### config.mk
export PLATFORM = sky130hd
export DESIGN_NAME = c_pkt_gnt_hold
export DESIGN_NICKNAME = d
export VERILOG_FILES = /design/src/rtl/c_pkt_gnt_hold.sv
export SDC_FILE = /design/constraint.sdc
export NUM_CORES = 1
export LEC_CHECK = 0
export CAP_MARGIN = 20
export CORE_ASPECT_RATIO = 1.4
export CORE_UTILIZATION = 37
export CTS_CLUSTER_SIZE = 40
export DETAILED_ROUTE_END_ITERATION = 12
export PLACE_DENSITY = 0.77
export SLEW_MARGIN = 20
export SYNTH_ARGS = -nofsm -noshare
export SYNTH_HDL_FRONTEND = slang
export SYNTH_SLANG_ARGS = --single-unit
### constraint.sdc
create_clock -name clk -period 2.7 [get_ports clk]
set_input_delay 0.27 -clock clk [delete_from_list [all_inputs] [get_ports clk]]
set_output_delay 0.27 -clock clk [all_outputs]
set_load 0.02 [all_outputs]
### src/rtl/c_pkt_gnt_hold.sv
// c_pkt_gnt_hold: holds an arbiter grant on the winning input until its packet's tail flit transfers.
module c_pkt_gnt_hold #(
    parameter int num_ports   = 8,
    parameter int max_pkt_len = 16
) (
    input  logic                              clk,
    input  logic                              reset,
    input  logic                              active,
    input  logic [0:num_ports-1]              req,
    input  logic [0:num_ports-1]              head,
    input  logic [0:num_ports-1]              tail,
    input  logic                              out_ready,
    output logic [0:num_ports-1]              arb_req,
    input  logic [0:num_ports-1]              arb_gnt,
    output logic                              arb_update,
    output logic [0:num_ports-1]              sel,
    output logic [$clog2(num_ports)-1:0]      sel_idx,
    output logic                              xfer,
    output logic                              len_err
);
    localparam int port_idx_width = $clog2(num_ports);
    localparam int cnt_width      = $clog2(max_pkt_len);

    typedef enum logic {IDLE, LOCKED} state_t;

    state_t               fsm, fsm_nxt;
    logic [0:num_ports-1] owner, owner_nxt;
    logic [cnt_width-1:0] cnt, cnt_nxt;
    logic                 len_err_nxt;
    logic                 tail_hit;
    logic                 at_limit;

    always_ff @(posedge clk) begin
        if (reset) begin
            fsm     <= IDLE;
            owner   <= '0;
            cnt     <= '0;
            len_err <= 1'b0;
        end else begin
            fsm     <= fsm_nxt;
            owner   <= owner_nxt;
            cnt     <= cnt_nxt;
            len_err <= len_err_nxt;
        end
    end

    always_comb begin
        arb_req     = '0;
        arb_update  = 1'b0;
        sel         = '0;
        fsm_nxt     = fsm;
        owner_nxt   = owner;
        cnt_nxt     = cnt;
        len_err_nxt = len_err;
        if (active && fsm == IDLE) begin
            arb_req    = out_ready ? (req & head) : '0;
            sel        = arb_gnt;
            arb_update = |arb_gnt;
        end else if (active) begin
            sel = out_ready ? (owner & req) : '0;
        end
        xfer     = |sel;
        tail_hit = |(sel & tail);
        at_limit = cnt == cnt_width'(max_pkt_len - 1);
        // a single-flit packet never takes the lock
        if (xfer && fsm == IDLE && !tail_hit) begin
            fsm_nxt   = LOCKED;
            owner_nxt = sel;
            cnt_nxt   = cnt_width'(1);
        end else if (xfer && fsm == LOCKED && (tail_hit || at_limit)) begin
            fsm_nxt     = IDLE;
            owner_nxt   = '0;
            cnt_nxt     = '0;
            len_err_nxt = len_err | ~tail_hit;
        end else if (xfer && fsm == LOCKED) begin
            cnt_nxt = cnt + cnt_width'(1);
        end
    end

    always_comb begin
        sel_idx = '0;
        for (int i = 0; i < num_ports; i++)
            if (sel[i]) sel_idx = port_idx_width'(i);
    end

    gnt_legal: assert property (@(posedge clk) disable iff (reset)
        $onehot0(arb_gnt) && ((arb_gnt & ~arb_req) == '0));

endmodule

==> results.json <==
{
  "hp-class": "flip-flop to flip-flop",
  "clock-root-buffer": "clkbuf_4",
  "clockBufferDepth": 2,
  "synth_compound_area_share_pct": 32.3,
  "slowest_stage": "or4_1",
  "grt_pass1_vias": 1109,
  "drtIter0Drc": 39,
  "synth_top_family_by_area": "compound AO/OA/AOI/OAI gates",
  "cp-end-kind": "output port",
  "detailed_place_hpwl_mm": 2.49,
  "track_usage_pct": 22.5,
  "crit_type": "flip-flop to output port",
  "clkLatencyLatePin_ns": 0.29,
  "avgSynthCellArea_um2": 8.46,
  "wl_mm": 3.05,
  "drc": 0,
  "final_area_um2": 1630,
  "synth-adder-area-share_pct": 1.30,
  "dieArea_um2": 2820,
  "antenna_found_initial": 0,
  "seq_area_frac_synth_pct": 29.1,
  "finClkSkew_ns": 0.00758,
  "period_share_pct": 94.4,
  "worstPathCellList": "nand2b_1 -> a41oi_1 -> or4_1 -> clkdlybuf4s50_1",
  "vias_per_cell": 5.53,
  "fmax_mhz": 392,
  "synthMuxAreaShare_pct": 0,
  "worst_slew_pin_slew_ns": 0.359,
  "wl_per_cell_um": 14.4,
  "ioPinCount": 58,
  "grt_max_degree": 19,
  "cts_tree": "done",
  "worstSetupStartpointType": "flip-flop",
  "layout-drive-gt1-share_pct": 13.6,
  "final_nets": 215,
  "die_w_um": 45.2,
  "first_pass_iters": 4,
  "setup_tns_ns": 0,
  "holdWs_ns": 0.488,
  "maxCapViolations": 0,
  "clk_pin_slew_ns": 0.09,
  "start_util_pct": 39.9,
  "cts_buffers": 3,
  "slew_headroom_pct": 75.9,
  "port_buffers": 57,
  "period_minus_slack_ns": 2.55,
  "synth_cell_types": 35,
  "placed_cell_area_um2": 1590,
  "num_vias": 1167,
  "final_max_slew_viol_count": 0,
  "area_growth_pct": 69.3,
  "antenna_left": 0,
  "power_density_nw_per_um2": 399,
  "dpl.cell_count": 207,
  "p_total_w": 0.000651,
  "rows": 21,
  "die_h_um": 62.4,
  "syn-num-nets": 151,
  "netlist_area_um2": 965,
  "synthCells": 114,
  "coreArea_um2": 2420,
  "clock_sinks": 14,
  "ys_ff_latch": 14,
  "p_leak_nw": 0.631,
  "cp_max_fo": 18,
  "num_antenna_cells": 0,
  "h-tree-depth": 1,
  "fin_cells": 211,
  "yosysWarnings": 0,
  "status": "complete, no violations",
  "worstPathRequired_ns": 2.43,
  "rsz0062_at_grt": "false",
  "cts_setup_buffers": 0,
  "max_stage_delay_ns": 0.56,
  "place_congestion": 0.828,
  "synthXorXnorAreaFrac_pct": 0,
  "hold_viol": 0,
  "arrival_ns": 2.28,
  "irDropWorstVdd_uv": 228,
  "grt_pass1_wl_mm": 4.82,
  "grt-ovfl-total": 0,
  "synthSimpleGateAreaFrac_pct": 31.1,
  "setup_viol": 0
}
## per-layer routing
metal / global-route usage (%) / routed length (µm) / up-vias
met5: 0 / 0 / -
met4: 10.2 / 65 / 0
met3: 1.45 / 167 / 7
met2: 38.6 / 1550 / 50
met1: 27.3 / 1260 / 542
li1: - / - / 568
## path summary, 6_finish.rpt
| kind | end | slack (ns) | cells after the start | start |
|---|---|---|---|---|
| setup reg to reg | owner[5]$_SDFFE_PP0P_ | 0.52 | 8 | fsm$_SDFFE_PP0P_ |
| hold reg to reg | cnt[1]$_SDFFE_PP0P_ | 0.49 | 2 | cnt[1]$_SDFFE_PP0P_ |
| setup / recovery | xfer | 0.15 | 4 | fsm$_SDFFE_PP0P_ |
| hold / removal | cnt[1]$_SDFFE_PP0P_ | 0.49 | 2 | cnt[1]$_SDFFE_PP0P_ |
## placed cells by master, fill, tap and decap left out, types with 2 or more instances in the layout
cell,netlist,final
a21boi_1,3,3
a22oi_1,4,4
clkdlybuf4s50_1,0,56
dfxtp_1,14,13
a41oi_1,5,5
nand3_1,2,2
buf_4,0,9
nand2b_1,10,10
nor4_1,2,2
a21oi_2,5,5
nand4_1,9,9
nor2_1,4,4
clkbuf_4,0,3
a211oi_1,2,2
and3_1,8,8
a22o_1,8,8
a21oi_1,7,7
nor2b_1,2,2
nand2_1,4,4
o21ai_1,3,3
## state kept, by name (all words and copies together), names as in the netlist
register and count:
fsm 1, len_err 1, owner 8, cnt 4
## area by class of cell
class                   instances  area [µm²]
clock buffers                   4        36.3
fillers                       190         785
inverters                       2        7.51
multi-input cells              91         624
flip-flops and latches         14         282
well taps                      34        42.5
repair buffers                 66         641
## cells in the mapped netlist, drive strengths merged
cell type  number  area, µm²
a211oi          2       15.0
a21boi          3       22.5
a21o            1       7.51
a21oi          12       78.8
a22o            8       70.1
a22oi           4       30.0
a31oi           1       6.26
a41oi           5       43.8
and2            1       8.76
and3            8       50.1
and3b           1       8.76
and4            1       8.76
buf             7       52.5
dfxtp          14        280
ha              1       12.5
inv             2       7.50
nand2           5       26.3
nand2b         10       62.6
nand3           2       10.0
nand3b          1       7.51
nand4           9       56.3
nor2            4       15.0
nor2b           2       12.5
nor3b           1       7.51
nor4            2       12.5
o21a            1       15.0
o21ai           3       15.0
o21bai          1       7.51
or2             1       6.26
or4             1       7.51
## where the power goes
part / total, W / switching, W / internal (W)
Sequential: 0.000232 / 0.0000142 / 0.000218
Combinational: 0.000261 / 0.000120 / 0.000141
Clock: 0.000158 / 0.0000754 / 0.0000822
Total: 0.000651 / 0.000209 / 0.000442
## what timing repair did
| action | CTS | global route |
|---|---|---|
| gates resized for setup | 0 | 2 |
| endpoints found under the setup margin | 0 | 2 |
| hold buffers | 0 | 0 |
## through the flow
| stage | util, % | worst slack, ns |
|---|---|---|
| floorplan | - | 0.478 |
| global placement | 65.9 | 0.154 |
| detailed placement | 65.9 | 0.0769 |
| CTS | 67.4 | 0.0172 |
| global route | 67.5 | 0.0567 |
| finish | 67.5 | 0.150 |
## kinds of logic after synthesis
| group | count (synthesis) |
|---|---|
| and+or+nand+nor | 49 |
| AOI/OAI and AO/OA | 41 |
| buffers and inverters | 9 |
| adders and majority gates | 1 |
| DFF | 14 |
## worst max-delay path, delay by kind of cell (launching register included)
kind | cells | cell delay (ns)
compound gates | 1 | 0.16
buf+inv | 1 | 0.56
simple gates | 2 | 0.76
flops | 1 | 0.50
(Power assumes the default switching activity.)
